**config.mk**
```make
export PLATFORM = sky130hd
export DESIGN_NAME = wb_pb_led_ctrl_flat
export DESIGN_NICKNAME = d
export VERILOG_FILES = /design/src/rtl/wb_pb_led_ctrl_pkg.sv /design/src/rtl/wb_pb_led_ctrl_if.sv /design/src/rtl/wb_pb_led_ctrl_pb_debounce.sv /design/src/rtl/wb_pb_led_ctrl.sv /design/src/flat_wrapper.sv
export SDC_FILE = /design/constraint.sdc
export NUM_CORES = 1
export LEC_CHECK = 0
export CAP_MARGIN = 20
export CORE_ASPECT_RATIO = 1.75
export CORE_MARGIN = 3
export CORE_UTILIZATION = 42
export DETAILED_ROUTE_END_ITERATION = 8
export GPL_ROUTABILITY_DRIVEN = 0
export GPL_TIMING_DRIVEN = 0
export PLACE_DENSITY = 0.78
export SYNTH_ARGS = -nofsm -noshare
export SYNTH_HDL_FRONTEND = slang
export SYNTH_HIERARCHICAL = 1
export SYNTH_SLANG_ARGS = --single-unit
export TNS_END_PERCENT = 20
```
**constraint.sdc**
```tcl
create_clock -name wb_clk_i -period 2.8 [get_ports wb_clk_i]
set_input_delay 0.28 -clock wb_clk_i [delete_from_list [all_inputs] [get_ports wb_clk_i]]
set_output_delay 0.28 -clock wb_clk_i [all_outputs]
set_load 0.05 [all_outputs]
```
**src/rtl/wb_pb_led_ctrl_pkg.sv**
```systemverilog
`default_nettype none
// ============================================================================
// Module   : wb_pb_led_ctrl_pkg
// Purpose  : Shared constants for the LED / push-button Wishbone slave.
//            Holds the register word indices (byte offset >> 2), the PB_STAT
//            bit positions and the BLINK_DIV field width.
// Ports    : none (package)
// Revision : 1.0 - initial release
// ============================================================================
package wb_pb_led_ctrl_pkg;

  // Width of the BLINK_DIV register and of the blink prescaler.
  localparam int BLINK_DIV_W = 24;

  // Register word indices, compared against wb_adr_i[4:2].
  localparam logic [2:0] REG_LED_OUT   = 3'd0;  // byte offset 0x00
  localparam logic [2:0] REG_LED_MODE  = 3'd1;  // byte offset 0x04
  localparam logic [2:0] REG_BLINK_DIV = 3'd2;  // byte offset 0x08
  localparam logic [2:0] REG_PB_STAT   = 3'd3;  // byte offset 0x0C
  localparam logic [2:0] REG_IRQ_EN    = 3'd4;  // byte offset 0x10

  // PB_STAT bit positions.
  localparam int PB_STAT_LEVEL_BIT = 0;
  localparam int PB_STAT_EVT_BIT   = 1;

endpackage
`default_nettype wire

```
**src/rtl/wb_pb_led_ctrl_if.sv**
```systemverilog
`default_nettype none
// ============================================================================
// Module   : wb_pb_led_ctrl_if
// Purpose  : Wishbone classic bus bundle between the SoC master and the
//            LED / push-button slave.
// Ports    : wb_adr_i[4:0], wb_dat_i[31:0], wb_sel_i[3:0], wb_we_i,
//            wb_cyc_i, wb_stb_i (master -> slave);
//            wb_dat_o[31:0], wb_ack_o (slave -> master).
//            Signal names carry the slave's point of view.
// Revision : 1.0 - initial release
// ============================================================================
interface wb_pb_led_ctrl_if;
  logic [4:0]  wb_adr_i;
  logic [31:0] wb_dat_i;
  logic [3:0]  wb_sel_i;
  logic        wb_we_i;
  logic        wb_cyc_i;
  logic        wb_stb_i;
  logic [31:0] wb_dat_o;
  logic        wb_ack_o;

  modport slave (
    input  wb_adr_i, wb_dat_i, wb_sel_i, wb_we_i, wb_cyc_i, wb_stb_i,
    output wb_dat_o, wb_ack_o
  );

  modport master (
    output wb_adr_i, wb_dat_i, wb_sel_i, wb_we_i, wb_cyc_i, wb_stb_i,
    input  wb_dat_o, wb_ack_o
  );
endinterface
`default_nettype wire

```
**src/rtl/wb_pb_led_ctrl_pb_debounce.sv**
```systemverilog
`default_nettype none
// ============================================================================
// Module   : pb_debounce
// Purpose  : Two-flop synchroniser plus stability counter for an active-low
//            asynchronous push-button. The accepted level only follows the
//            synchronised input after it has differed for DEBOUNCE_CYCLES
//            consecutive cycles. fall_o pulses (combinationally) in the cycle
//            whose closing edge moves the accepted level from 1 to 0.
// Ports    : clk      in  clock
//            rst_n    in  synchronous active-low reset
//            in_n     in  raw button, active low, asynchronous
//            level_o  out accepted (debounced) level, 1 = released
//            fall_o   out press pulse, valid before the edge that commits it
// Revision : 1.0 - initial release
// ============================================================================
module pb_debounce #(
  parameter int unsigned DEBOUNCE_CYCLES = 240000
) (
  input  logic clk,
  input  logic rst_n,
  input  logic in_n,
  output logic level_o,
  output logic fall_o
);

  // A 1-cycle debounce still needs a 1-bit counter to be legal.
  localparam int unsigned CNT_W = (DEBOUNCE_CYCLES > 1) ? $clog2(DEBOUNCE_CYCLES) : 1;
  localparam logic [CNT_W-1:0] CNT_LAST = CNT_W'(DEBOUNCE_CYCLES - 1);

  logic             sync1_q, sync1_d;
  logic             sync2_q, sync2_d;
  logic             level_q, level_d;
  logic [CNT_W-1:0] cnt_q,   cnt_d;

  always_comb begin
    sync1_d = in_n;
    sync2_d = sync1_q;
    level_d = level_q;
    cnt_d   = cnt_q;
    if (sync2_q == level_q) begin
      cnt_d = '0;
    end else if (cnt_q == CNT_LAST) begin
      level_d = sync2_q;
      cnt_d   = '0;
    end else begin
      cnt_d = cnt_q + 1'b1;
    end
  end

  // Exposed before the edge so the event register can capture it on the
  // same edge that the accepted level falls.
  assign fall_o  = level_q & ~level_d;
  assign level_o = level_q;

  always_ff @(posedge clk) begin
    if (!rst_n) begin
      sync1_q <= 1'b1;
      sync2_q <= 1'b1;
      level_q <= 1'b1;
      cnt_q   <= '0;
    end else begin
      sync1_q <= sync1_d;
      sync2_q <= sync2_d;
      level_q <= level_d;
      cnt_q   <= cnt_d;
    end
  end

endmodule
`default_nettype wire

```
**src/rtl/wb_pb_led_ctrl.sv**
```systemverilog
`default_nettype none
// ============================================================================
// Module   : wb_pb_led_ctrl
// Purpose  : Wishbone classic slave giving software control of the board LEDs
//            (static or hardware blink) and the user push-button (debounced
//            level plus sticky press event, optional level interrupt).
// Ports    : wb_clk_i    in  Wishbone clock
//            wb_rst_n_i  in  synchronous active-low reset
//            wb          if  Wishbone slave bundle (wb_pb_led_ctrl_if.slave)
//            pb_n_i      in  raw push-button, active low, asynchronous
//            led_o       out LED drive, active high, registered
//            irq_o       out level interrupt, registered
// Config   : WB_PB_LED_IRQ_EN - when defined, the IRQ_EN register exists and
//            irq_o = registered (PB_EVT & IRQ_EN[0]); otherwise IRQ_EN reads
//            0, ignores writes and irq_o is tied low.
// Revision : 1.0 - initial release
// ============================================================================
module wb_pb_led_ctrl
  import wb_pb_led_ctrl_pkg::*;
#(
  parameter int unsigned            LED_WIDTH       = 2,
  parameter int unsigned            DEBOUNCE_CYCLES = 240000,
  parameter logic [BLINK_DIV_W-1:0] BLINK_DIV_RESET = 24'd11999999
) (
  input  logic                 wb_clk_i,
  input  logic                 wb_rst_n_i,
  wb_pb_led_ctrl_if.slave      wb,
  input  logic                 pb_n_i,
  output logic [LED_WIDTH-1:0] led_o,
  output logic                 irq_o
);

  // --------------------------------------------------------------------------
  // Push-button conditioning
  // --------------------------------------------------------------------------
  logic pb_level;
  logic pb_fall;

  pb_debounce #(
    .DEBOUNCE_CYCLES (DEBOUNCE_CYCLES)
  ) u_pb_debounce (
    .clk     (wb_clk_i),
    .rst_n   (wb_rst_n_i),
    .in_n    (pb_n_i),
    .level_o (pb_level),
    .fall_o  (pb_fall)
  );

  // --------------------------------------------------------------------------
  // State
  // --------------------------------------------------------------------------
  logic                   ack_q,       ack_d;
  logic [31:0]            dat_q,       dat_d;
  logic [LED_WIDTH-1:0]   led_out_q,   led_out_d;
  logic [LED_WIDTH-1:0]   led_mode_q,  led_mode_d;
  logic [BLINK_DIV_W-1:0] blink_div_q, blink_div_d;
  logic [BLINK_DIV_W-1:0] presc_q,     presc_d;
  logic                   phase_q,     phase_d;
  logic                   pb_evt_q,    pb_evt_d;
  logic [LED_WIDTH-1:0]   led_q,       led_d;
  logic                   irq_q,       irq_d;
`ifdef WB_PB_LED_IRQ_EN
  logic                   irq_en_q,    irq_en_d;
`endif

  // --------------------------------------------------------------------------
  // Bus decode
  // --------------------------------------------------------------------------
  logic        req;
  logic        wr;
  logic [2:0]  reg_idx;
  logic [31:0] rdata;
  logic        unused_bus_bits;

  // A request is only taken while ack is low, so a held strobe is served
  // every other cycle and each access commits exactly once.
  assign reg_idx = wb.wb_adr_i[4:2];
  assign req     = wb.wb_cyc_i & wb.wb_stb_i & ~ack_q;
  assign wr      = req & wb.wb_we_i;

  // No register reaches byte lane 3 and accesses are word aligned.
  assign unused_bus_bits = ^{wb.wb_adr_i[1:0], wb.wb_dat_i[31:24], wb.wb_sel_i[3]};

  always_comb begin
    rdata = '0;
    case (reg_idx)
      REG_LED_OUT:   rdata = 32'(led_out_q);
      REG_LED_MODE:  rdata = 32'(led_mode_q);
      REG_BLINK_DIV: rdata = 32'(blink_div_q);
      REG_PB_STAT: begin
        rdata[PB_STAT_LEVEL_BIT] = pb_level;
        rdata[PB_STAT_EVT_BIT]   = pb_evt_q;
      end
`ifdef WB_PB_LED_IRQ_EN
      REG_IRQ_EN:    rdata[0] = irq_en_q;
`endif
      default:       rdata = '0;
    endcase
  end

  // --------------------------------------------------------------------------
  // Next-state logic
  // --------------------------------------------------------------------------
  always_comb begin
    ack_d       = req;
    dat_d       = req ? rdata : dat_q;
    led_out_d   = led_out_q;
    led_mode_d  = led_mode_q;
    blink_div_d = blink_div_q;
    pb_evt_d    = pb_evt_q;
`ifdef WB_PB_LED_IRQ_EN
    irq_en_d    = irq_en_q;
`endif

    if (wr) begin
      case (reg_idx)
        REG_LED_OUT: begin
          if (wb.wb_sel_i[0]) led_out_d = wb.wb_dat_i[LED_WIDTH-1:0];
        end
        REG_LED_MODE: begin
          if (wb.wb_sel_i[0]) led_mode_d = wb.wb_dat_i[LED_WIDTH-1:0];
        end
        REG_BLINK_DIV: begin
          for (int b = 0; b < BLINK_DIV_W / 8; b++) begin
            if (wb.wb_sel_i[b]) blink_div_d[8*b +: 8] = wb.wb_dat_i[8*b +: 8];
          end
        end
        REG_PB_STAT: begin
          if (wb.wb_sel_i[0] && wb.wb_dat_i[PB_STAT_EVT_BIT]) pb_evt_d = 1'b0;
        end
`ifdef WB_PB_LED_IRQ_EN
        REG_IRQ_EN: begin
          if (wb.wb_sel_i[0]) irq_en_d = wb.wb_dat_i[0];
        end
`endif
        default: ;
      endcase
    end

    // A press in the same cycle as a clear must not be lost.
    if (pb_fall) pb_evt_d = 1'b1;
  end

  // Blink prescaler: a BLINK_DIV write restarts the blink cleanly from the
  // new divider with the phase low.
  always_comb begin
    presc_d = presc_q;
    phase_d = phase_q;
    if (wr && (reg_idx == REG_BLINK_DIV)) begin
      presc_d = blink_div_d;
      phase_d = 1'b0;
    end else if (presc_q == '0) begin
      presc_d = blink_div_q;
      phase_d = ~phase_q;
    end else begin
      presc_d = presc_q - 1'b1;
    end
  end

  // Blinking LEDs are gated by the phase, static ones pass LED_OUT through.
  always_comb begin
    led_d = led_out_q & (~led_mode_q | {LED_WIDTH{phase_q}});
`ifdef WB_PB_LED_IRQ_EN
    irq_d = pb_evt_q & irq_en_q;
`else
    irq_d = 1'b0;
`endif
  end

  // --------------------------------------------------------------------------
  // Registers
  // --------------------------------------------------------------------------
  always_ff @(posedge wb_clk_i) begin
    if (!wb_rst_n_i) begin
      ack_q       <= 1'b0;
      dat_q       <= '0;
      led_out_q   <= '0;
      led_mode_q  <= '0;
      blink_div_q <= BLINK_DIV_RESET;
      presc_q     <= BLINK_DIV_RESET;
      phase_q     <= 1'b0;
      pb_evt_q    <= 1'b0;
      led_q       <= '0;
      irq_q       <= 1'b0;
    end else begin
      ack_q       <= ack_d;
      dat_q       <= dat_d;
      led_out_q   <= led_out_d;
      led_mode_q  <= led_mode_d;
      blink_div_q <= blink_div_d;
      presc_q     <= presc_d;
      phase_q     <= phase_d;
      pb_evt_q    <= pb_evt_d;
      led_q       <= led_d;
      irq_q       <= irq_d;
    end
  end

`ifdef WB_PB_LED_IRQ_EN
  always_ff @(posedge wb_clk_i) begin
    if (!wb_rst_n_i) begin
      irq_en_q <= 1'b0;
    end else begin
      irq_en_q <= irq_en_d;
    end
  end
`endif

  assign wb.wb_ack_o = ack_q;
  assign wb.wb_dat_o = dat_q;
  assign led_o       = led_q;
  assign irq_o       = irq_q;

endmodule
`default_nettype wire

```
**src/flat_wrapper.sv**
```systemverilog
// flat-port wrapper written by rule: the top's interface ports become plain ports
module wb_pb_led_ctrl_flat import wb_pb_led_ctrl_pkg::*;
#(
  parameter int unsigned            LED_WIDTH       = 2,
  parameter int unsigned            DEBOUNCE_CYCLES = 240000,
  parameter logic [BLINK_DIV_W-1:0] BLINK_DIV_RESET = 24'd11999999
)
  (wb_clk_i, wb_rst_n_i, pb_n_i, led_o, irq_o, wb_wb_adr_i, wb_wb_dat_i, wb_wb_sel_i, wb_wb_we_i, wb_wb_cyc_i, wb_wb_stb_i, wb_wb_dat_o, wb_wb_ack_o);
  wb_pb_led_ctrl_if wb_i ();
  input  logic wb_clk_i;
  input  logic wb_rst_n_i;
  input  logic pb_n_i;
  output logic [LED_WIDTH-1:0] led_o;
  output logic irq_o;
  input wire logic [$bits(wb_i.wb_adr_i)-1:0] wb_wb_adr_i;
  input wire logic [$bits(wb_i.wb_dat_i)-1:0] wb_wb_dat_i;
  input wire logic [$bits(wb_i.wb_sel_i)-1:0] wb_wb_sel_i;
  input wire logic [$bits(wb_i.wb_we_i)-1:0] wb_wb_we_i;
  input wire logic [$bits(wb_i.wb_cyc_i)-1:0] wb_wb_cyc_i;
  input wire logic [$bits(wb_i.wb_stb_i)-1:0] wb_wb_stb_i;
  output wire logic [$bits(wb_i.wb_dat_o)-1:0] wb_wb_dat_o;
  output wire logic [$bits(wb_i.wb_ack_o)-1:0] wb_wb_ack_o;
  assign wb_i.wb_adr_i = wb_wb_adr_i;
  assign wb_i.wb_dat_i = wb_wb_dat_i;
  assign wb_i.wb_sel_i = wb_wb_sel_i;
  assign wb_i.wb_we_i = wb_wb_we_i;
  assign wb_i.wb_cyc_i = wb_wb_cyc_i;
  assign wb_i.wb_stb_i = wb_wb_stb_i;
  assign wb_wb_dat_o = wb_i.wb_dat_o;
  assign wb_wb_ack_o = wb_i.wb_ack_o;
  wb_pb_led_ctrl #(.LED_WIDTH(LED_WIDTH), .DEBOUNCE_CYCLES(DEBOUNCE_CYCLES), .BLINK_DIV_RESET(BLINK_DIV_RESET)) u_core (.wb_clk_i(wb_clk_i), .wb_rst_n_i(wb_rst_n_i), .wb(wb_i), .pb_n_i(pb_n_i), .led_o(led_o), .irq_o(irq_o));
endmodule
```
==> results of run 1 <==
-- per-layer routing --
metal / global-route usage (%) / vias up / wire, um
li1: - / 2095 / -
met1: 20.9 / 2115 / 4730
met2: 38.9 / 165 / 7310
met3: 4.07 / 59 / 712
met4: 14.4 / 0 / 792
met5: 0 / - / 0
-- stage by stage --
stage               setup slack (ns)  utilization [%]  power [mW]
floorplan                      0.663                -        1.65
global placement             -0.0635             50.1        1.75
detailed placement           -0.0622             50.1        1.76
CTS                            0.217             52.8        3.02
global route                  0.0447             52.8        3.08
finish                         0.149             52.8        3.01
-- cells by family after synthesis --
logic type,share of synthesized area [%]
and+or+nand+nor,24.1
AOI/OAI and AO/OA,15.9
DFF,42.5
buffers and inverters,5.57
xor gates and xnor gates,5.65
muxes,5.41
adders and majority gates,0.781
other,0.0780
-- registers in the layout, summed over array words and instances (netlist names) --
signal                        cells
u_core/pb_evt_q                   1
u_core/blink_div_q               24
u_core/u_pb_debounce/sync2_q      1
u_core/u_pb_debounce/sync1_q      1
u_core/led_o                      2
u_core/led_mode_q                 2
u_core/u_pb_debounce/level_o      1
u_core/wb.wb_dat_o               24
u_core/u_pb_debounce/cnt_q       18
u_core/led_out_q                  2
u_core/wb.wb_ack_o                1
u_core/phase_q                    1
u_core/presc_q                   24
-- power by group --
part	leakage, nW	switching, mW	internal, mW
clock network	0.147	0.576	0.706
logic	1.13	0.151	0.0996
registers	0.825	0.0124	1.47
-- worst paths after layout --
kind | from | to | cells after the start | slack, ns
worst min register to register | u_core/u_pb_debounce/sync1_q$_SDFF_PN1_ | u_core/u_pb_debounce/sync2_q$_SDFF_PN1_ | 1 | 0.41
worst min-delay path | u_core/u_pb_debounce/sync1_q$_SDFF_PN1_ | u_core/u_pb_debounce/sync2_q$_SDFF_PN1_ | 1 | 0.41
worst max register to register | u_core/presc_q[18]$_SDFF_PN1_ | u_core/presc_q[16]$_SDFF_PN1_ | 6 | 0.46
worst max-delay path | wb_wb_adr_i[3] | u_core/blink_div_q[14]$_SDFF_PN0_ | 7 | 0.15
-- layout make-up --
type	instances	area [um^2]
Fill cell	980	5270
Multi-Input combinational cell	395	2530
Sequential cell	102	2040
Timing Repair Buffer	59	591
Buffer	41	226
Clock buffer	9	225
Tap cell	132	165
Clock inverter	7	81.3
Inverter	11	41.3
-- synthesized netlist by cell type (8+ instances only) --
cell      number  area, um^2
o221ai_1       8        70.1
dfxtp_1      102        2040
a22oi_1       24         180
o21ai_0       13        65.1
nor4_1        10        62.6
nand2_1       39         146
nand4_1        9        56.3
nand3_1       52         260
mux2i_1       17         170
buf_4          9        67.6
xnor2_1       20         175
clkbuf_1      24        90.1
xor2_1        11        96.3
nor2_1        61         229
inv_1         11        41.3
a21oi_1       26         130
nor3_1        15        75.1
-- worst reg2reg max path: stages (launching register included) --
cell and delay, ns:
dfxtp_1 0.35, or3_4 0.42, or3_4 0.37, or4_4 0.54, buf_6 0.17, o41ai_2 0.26
a21oi_1 0.08
==> impl_summary.log, run 1 <==
[metrics] vias in the first global route: between 4000 and 5000
[metrics] wire length per cell: 17.9 um
[metrics] slew of the pin with the lowest slew margin: 0.729 ns
[metrics] placement row count: 51
[metrics] number of warnings reported in the yosys synthesis log: 6
[metrics] count of hold buffers inserted by post-cts repair: 0
[metrics] maximum number of pins on one net before global-route repair: 19
[metrics] layout cell share with drive strength beyond 1: 8.97%
[metrics] number of setup violations in the final report: 0
[metrics] power per cell area: 510 nW/um^2
[metrics] area of the die: around 13000 um^2
[metrics] Mapped Cells: between 500 and 600
[metrics] number of nets in the finished design: between 600 and 700
[metrics] type of element launching the critical path: input pin
[metrics] Reg clk slew, reported paths: roughly 0.07 ns
[metrics] post-route antenna net violation count: 0
[metrics] Initial Utilization: approximately 43%
[metrics] number of storage elements in the synthesis netlist: 102
[metrics] number of antenna violations at the first check in global routing: 0
[metrics] DR pass1 iterations: 5
[metrics] TritonCTS clock tree: yes
[metrics] Overall Global Routing Usage: between 20% and 30%
[metrics] count of buffers from port buffering: 59
[metrics] via density per instance: about 6
[metrics] top library cells by usage in the layout, fill and taps aside: dfxtp_1 (102), nor2_1 (61), clkdlybuf4s50_1 (59)
[metrics] reported max-cap violation count: 0
[metrics] worst path arrival time: between 2 and 3 ns
[metrics] Max Transition Viols Final: 0
[metrics] area of all placed cells without fillers: 5900 um^2
[metrics] n_diodes: 0
[metrics] CP max-delay cell: clkdlybuf4s50_1
[metrics] Clock Tree Buf Depth: 2
[metrics] async set-reset flop share out of synthesis: 0%
[metrics] sequential element share of the synthesized area: a little over two fifths
[metrics] most repeated library cell on the critical path: clkbuf_1
[metrics] Cells after DPL: 740
[metrics] Hold Path Class: flip-flop to flip-flop
[metrics] Unique masters post-synth: 66
[metrics] quantity of gates resized following cts: 0
[metrics] Leak Pwr: between 2 and 2.5 nW
[metrics] synthesized area: roughly 4800 um^2
[metrics] worst hold slack across all endpoints: slightly above 0.4 ns
[metrics] wire length of the first global-routing pass: between 20000 and 25000 um
[metrics] largest driver fanout on the critical path: 10
[metrics] final-report hold violation count: 0
[metrics] top-level port count: 83
[metrics] clock latency on the worst-skew pair: around 0.35 ns
[metrics] detailed-route DRC error count: 0
[metrics] number of buffers inserted to repair setup after CTS: 0
[metrics] required time of the critical path: 3.06 ns
[metrics] final std cells w/o fill: between 700 and 800
[metrics] headroom to the max-slew limit: between 50% and 60%
[metrics] core box area: 11200 um^2
[metrics] run status: finished, final reports clean
[metrics] setup TNS after final layout: 0 ns
[metrics] vertical extent of the die: 148 um
[metrics] critical path's top delay family: buffers and inverters
[metrics] ordered cell list for the critical path: clkdlybuf4s50_1, nor3b_1, and3_1, clkbuf_1, clkbuf_1, nand3_1, a21oi_1
[metrics] fmax: 377 MHz
[metrics] layout overhead on the synthesized area: 22.7%
[metrics] initial detailed-routing violation count: between 200 and 300
[metrics] total clock buffers created by CTS: 9
[metrics] x dimension of the die: about 87 um
[metrics] Avg Cell Area, Syn: about 8.9 um^2
[metrics] buffering stage count on the worst path with inverters included: 3
[metrics] number of flops mapped to enable cells by yosys: 0
[metrics] VDD IR max: approximately 0.34 mV
[metrics] instance area at placement: 5590 um^2
[metrics] Clock Sinks: just over 100
[metrics] unrepaired setup endpoints after global routing: false
[metrics] top flip-flop cell by instance count after synthesis: dfxtp_1
[metrics] Clock Skews: ~0.01 ns
[metrics] overall overflow remaining after global route: 0
[metrics] half-perimeter wire length after placement: ~10000 um
[metrics] commonest non-fill, non-tap cell in the layout: dfxtp_1
[metrics] type of destination of the critical path: flip-flop
[metrics] routed wire length: about 14000 um
[metrics] crit path time final: ~2.7 ns
[metrics] via count: between 4000 and 5000
[metrics] root buffer cell: clkbuf_16
[metrics] level count of the clock H-tree: 3
[metrics] critical path type: input pin to flip-flop
[metrics] ratio of final minimum period to clock period: 94.7%
[metrics] highest cell delay on the worst timing path: a little over 0.6 ns
Power figures use the tool's default switching activity.
==> run 2: changes to the inputs <==
--- a/config.mk
+++ b/config.mk
@@ -5,14 +5,14 @@
 export SDC_FILE = /design/constraint.sdc
 export NUM_CORES = 1
 export LEC_CHECK = 0
-export CAP_MARGIN = 20
+export CAP_MARGIN = 10
 export CORE_ASPECT_RATIO = 1.75
 export CORE_MARGIN = 3
-export CORE_UTILIZATION = 42
+export CORE_UTILIZATION = 53
 export DETAILED_ROUTE_END_ITERATION = 8
 export GPL_ROUTABILITY_DRIVEN = 0
 export GPL_TIMING_DRIVEN = 0
-export PLACE_DENSITY = 0.78
+export PLACE_DENSITY = 0.8
 export SYNTH_ARGS = -nofsm -noshare
 export SYNTH_HDL_FRONTEND = slang
 export SYNTH_HIERARCHICAL = 1
==> impl_summary.log, run 2 (synthesized netlist as in run 1, its figures left out) <==
[metrics] run status: finished, final reports clean
[metrics] Leak Pwr: 2.09 nW (-0.60%)
[metrics] final std cells w/o fill: 741 (-2.0%)
[metrics] reported max-cap violation count: 0 (unchanged)
[metrics] fmax: 390 MHz (+3.5%)
[metrics] most repeated library cell on the critical path: clkbuf_1
[metrics] area of the die: 10300 um^2 (-20%)
[metrics] DP Worst Slack: -0.0827 ns (-0.0205 ns)
[metrics] number of setup violations in the final report: 0 (unchanged)
[metrics] via density per instance: 5.98 (+2.0%)
[metrics] half-perimeter wire length after placement: 9700 um (-3.1%)
[metrics] worst hold slack across all endpoints: 0.417 ns (+0.00757 ns)
[metrics] Clock Skews: 0.00656 ns (-0.00331 ns)
[metrics] post-route antenna net violation count: 0 (unchanged)
[metrics] top library cells by usage in the layout, fill and taps aside: dfxtp_1 (102), nor2_1 (61), clkdlybuf4s50_1 (59)
[metrics] total clock buffers created by CTS: 9 (unchanged)
[metrics] Reg clk slew, reported paths: 0.07 ns (about the same)
[metrics] power per cell area: 499 nW/um^2 (-2.1%)
[metrics] post-layout util: 66.7% (+14 points)
[metrics] critical path's top delay family: buffers and inverters
[metrics] number of nets in the finished design: 669 (unchanged)
[metrics] wire length per cell: 17.8 um (-0.55%)
[metrics] buffering stage count on the worst path with inverters included: 3 (unchanged)
[metrics] detailed-route DRC error count: 0 (unchanged)
[metrics] ratio of final minimum period to clock period: 91.5% (-3.2 points)
[metrics] ordered cell list for the critical path: clkdlybuf4s50_1, nor3b_1, and3_1, clkbuf_1, clkbuf_1, nand3_1, a21oi_1
[metrics] count of hold buffers inserted by post-cts repair: 0 (unchanged)
[metrics] critical path type: input pin to flip-flop
[metrics] top-level port count: 83 (unchanged)
[metrics] commonest non-fill, non-tap cell in the layout: dfxtp_1
[metrics] number of antenna violations at the first check in global routing: 0 (unchanged)
[metrics] CP max-delay cell: clkdlybuf4s50_1
[metrics] wire length of the first global-routing pass: 21100 um (-2.4%)
[metrics] crit path time final: 2.56 ns (-0.0888 ns)
[metrics] quantity of gates resized following cts: 0 (unchanged)
[metrics] unrepaired setup endpoints after global routing: false
[metrics] number of buffers inserted to repair setup after CTS: 0 (unchanged)
[metrics] count of buffers from port buffering: 59 (unchanged)
[metrics] largest driver fanout on the critical path: 10 (unchanged)
[metrics] Initial Utilization: 54.7% (+12 points)
[metrics] headroom to the max-slew limit: 47.1% (-4.4 points)
[metrics] maximum number of pins on one net before global-route repair: 19 (unchanged)
[metrics] n_diodes: 0 (unchanged)
[metrics] Hold Path Class: flip-flop to flip-flop
[metrics] layout overhead on the synthesized area: 21.8%
[metrics] vias in the first global route: 4495 (+0.65%)
[metrics] VDD IR max: 0.354 mV (+5.3%)
[metrics] least setup slack across all paths after layout: 0.238 ns (+0.0888 ns)
[metrics] final-report hold violation count: 0 (unchanged)
[metrics] highest cell delay on the worst timing path: 0.61 ns (about the same)
[metrics] placement row count: 45 (-12%)
[metrics] Filler cells: 762 (-22%)
[metrics] overall overflow remaining after global route: 0 (unchanged)
[metrics] Clock Tree Buf Depth: 2 (unchanged)
[metrics] routed wire length: 13200 um (-2.5%)
[metrics] Clock Sinks: 102 (unchanged)
[metrics] Overall Global Routing Usage: 26.0% (+4.7 points)
[metrics] type of element launching the critical path: input pin
[metrics] layout cell share with drive strength beyond 1: 8.97% (unchanged)
[metrics] clock latency on the worst-skew pair: 0.35 ns (about the same)
[metrics] TritonCTS clock tree: yes
[metrics] Max Transition Viols Final: 0 (unchanged)
[metrics] via count: 4434 (unchanged)
[metrics] type of destination of the critical path: flip-flop
[metrics] slew of the pin with the lowest slew margin: 0.783 ns (+0.0543 ns)
[metrics] vertical extent of the die: 132 um (-11%)
[metrics] core box area: 8780 um^2 (-21%)
[metrics] worst path arrival time: 2.84 ns (-0.07 ns)
[metrics] required time of the critical path: 3.08 ns (+0.02 ns)
[metrics] root buffer cell: clkbuf_16
[metrics] x dimension of the die: 78.0 um (-10%)
[metrics] level count of the clock H-tree: 3 (unchanged)
[metrics] DR pass1 iterations: 5 (unchanged)
[metrics] Cells after DPL: 725 (-2.0%)
[metrics] initial detailed-routing violation count: 315 (+22%)
[run 2: cell types whose count changed in the layout (fill, tap and decap cells not counted)]
cell / change
inv_8: +1
clkinvlp_4: +1
bufinv_16: -1
inv_6: -1
clkinv_4: -1
clkinv_2: +1
[run 2: path summary, 6_finish.rpt]
check                                          start                                      end  slack, ns  cells after the start
min reg2reg  u_core/u_pb_debounce/sync1_q$_SDFF_PN1_  u_core/u_pb_debounce/sync2_q$_SDFF_PN1_       0.42                      1
max                                   wb_wb_adr_i[3]        u_core/blink_div_q[19]$_SDFF_PN0_       0.24                      7
max reg2reg            u_core/presc_q[18]$_SDFF_PN1_            u_core/presc_q[10]$_SDFF_PN0_       0.45                      6
min          u_core/u_pb_debounce/sync1_q$_SDFF_PN1_  u_core/u_pb_debounce/sync2_q$_SDFF_PN1_       0.42                      1
[run 2: cell type report]
class / count / area (um^2) / area share, %
clock buffer: 9 / 225 / 3.85
timing repair buffer: 59 / 591 / 10.1
tap: 117 / 146 / 2.50
buffer: 41 / 226 / 3.87
sequential: 102 / 2040 / 34.9
clock inverter: 7 / 57.6 / 0.983
multi-input combinational: 395 / 2530 / 43.2
inverter: 11 / 41.3 / 0.705
[run 2: routing by layer]
| metal | global-route usage [%] | vias up | share of wire, % |
|---|---|---|---|
| li1 | - | 2099 | - |
| met1 | 25.1 | 2127 | 35 |
| met2 | 49.1 | 158 | 55 |
| met3 | 4.99 | 50 | 4.4 |
| met4 | 15.9 | 0 | 5.3 |
| met5 | 0 | - | 0 |
[run 2: worst reg2reg max path, cell delays in order (launching register included)]
cell and delay, ns:
dfxtp_1 0.34, or3_4 0.43, or3_4 0.37, nor4_1 0.40, buf_2 0.33, a21oi_1 0.12, o221a_1 0.25
[run 2: report_power, final]
part / leakage (nW) / switching [mW] / total (mW) / internal [mW]
sequential: 0.825 / 0.0127 / 1.48 / 1.47
combinational: 1.13 / 0.150 / 0.249 / 0.0995
clock: 0.134 / 0.583 / 1.20 / 0.615
[run 2: stage by stage]
stage               total power, mW  instance area (um^2)  TNS (ns)
finish                         2.93                  5860         0
global route                   3.01                  5860         0
global placement               1.75                  5570    -0.576
CTS                            2.94                  5860         0
detailed placement             1.76                  5570    -0.714
floorplan                      1.65                  4840         0
==> edit (config.mk and constraints of run 1) <==
Set the package constant `BLINK_DIV_W` to 48 (it was 24).
--- a/src/rtl/wb_pb_led_ctrl_pkg.sv
+++ b/src/rtl/wb_pb_led_ctrl_pkg.sv
@@ -12,3 +12,3 @@
   // Width of the BLINK_DIV register and of the blink prescaler.
-  localparam int BLINK_DIV_W = 24;
+  localparam int BLINK_DIV_W = 48;
 
Function: changed (Yosys sat finds a counterexample within 4 cycles, from zero or initial values and one cycle with wb_rst_n_i low).
==> edit against run 1 <==
Sequential cell count increased by 40; clock power increased by 78%; synthesized cell count increased by 39%; worst setup slack got worse by 0.037 ns; area after synthesis increased by 40%; total power increased by 53%; wire length increased by 46%; via count increased by 42%; global-route usage increased by 1.3 points; fmax decreased by 1.4%; cell count increased by 39%; non-clock buffer count increased by 25; utilization increased by 1.1 points; design area increased by 42%; critical path type is now register to register; largest cell class unchanged.
==> edit: results (changes against run 1) <==
[status]
status=completed

[critical_path]
critPathSlowestCell=or4_4
cp_top_family=simple AND/OR/NAND/NOR gates
slowest_delay_ns=0.58  ; -0.03 ns
worstPathMaxFanout=10  ; unchanged
cp.arrival_ns=2.99  ; +0.08 ns

[synth]
synth_area_leaders=dfxtp_1 (42%), nor2_1 (5.5%), mux2i_1 (5.2%)
synthAdderAreaFrac=0.00373  ; -0.00408
yosys-top-cells-count=dfxtp_1 (142), nor2_1 (98), nand2_1 (60)
ys_seq_area_frac=0.423  ; -0.00153
async_flop_share=0  ; unchanged
synth_top_family_by_area=simple AND/OR/NAND/NOR gates
synth.area.mux_share=0.0773  ; +0.0232
synth_xor_area_frac=0.0600  ; +0.00350
yosys.cell_types.count=72  ; +9.1%
synth_compound_area_frac=0.144  ; -0.0150
syn_inst=752  ; +39%

[clocking]
path_clk_slew_ns=0.06
post-cts-setup-buffer-count=2  ; +2
post_cts_resized=1  ; +1
ctsHtreeMaxLevel=4  ; +1
cts_buffers=17  ; +8
insertion_delay_ns=0.42  ; +0.07 ns

[grt]
met3_usage=0.0463  ; +0.00560
grt_max_degree=17  ; -2
track_usage=0.227  ; +0.0134
grt_pass1_vias=6191  ; +39%
antenna_found_initial=0  ; unchanged
grt_pass1_wl_mm=31.4  ; +45%
gr-usage-met2=0.386  ; -0.00299
use_met1=0.242  ; +0.0332

[timing]
worst_pin_slew_ns=1.10  ; +0.375 ns
skew_ns=0.00636  ; -0.00352 ns

[routing]
wl_met1_mm=7.36  ; +55%
vias=6299  ; +42%
met3_length_um=985  ; +38%
dr_wl_met2_mm=10.1  ; +38%
first_pass_iters=6  ; +1
top_layer_used=met4
wl_per_cell_um=18.9  ; +5.6%
avgViaCountPerCell=6.00  ; +2.4%
drt_iter0_drc=683  ; +160%

[power]
ir_worst_vdd_v=0.000402  ; +20%
power_mw=4.62  ; +53%
pwr-share-comb=0.061  ; -0.022
p_sw_mw=1.06  ; +43%
p_leak_nw=2.94  ; +40%
clk-power_mw=2.28  ; +78%

[placed_design]
pre_cts_slack_ns=-0.224  ; -0.162 ns
dp.cells=1014  ; +37%
place_area_um2=7710  ; +38%
io_buffers=76  ; +29%
hpwl_mm=14.6  ; +46%

[layout]
final_nets=899  ; +34%
drive_gt1_frac=0.101  ; +0.0111

[worst_hold_path]
worstHoldPathType=register to register

==> edit: cell types whose count changed in the layout (fill, tap and decap cells not counted), moves of 12 or more <==
cell and delta:
nand3_1 -17, mux2i_1 +18, xnor2_1 +12, nor4_1 +12, nand2_1 +21, dfxtp_1 +40, nor2_1 +37, clkdlybuf4s50_1 +17
clkbuf_1 +12
==> edit: path summary, 6_finish.rpt <==
path                            slack, ns  cells past startpoint                            to                    startpoint
worst max-delay path                 0.11                      7            u_core/presc_q[41]            u_core/presc_q[42]
worst min-delay path                 0.41                      1  u_core/u_pb_debounce/sync2_q  u_core/u_pb_debounce/sync1_q
worst max register to register       0.11                      7            u_core/presc_q[41]            u_core/presc_q[42]
worst min register to register       0.41                      1  u_core/u_pb_debounce/sync2_q  u_core/u_pb_debounce/sync1_q
==> edit: area by class of cell <==
class,instances,area (um2)
fill,1364,7170
multi-input combinational,557,3670
sequential,142,2840
timing repair buffer,79,783
clock buffer,18,429
tap,186,233
buffer,46,224
clock inverter,14,169
inverter,7,26.3
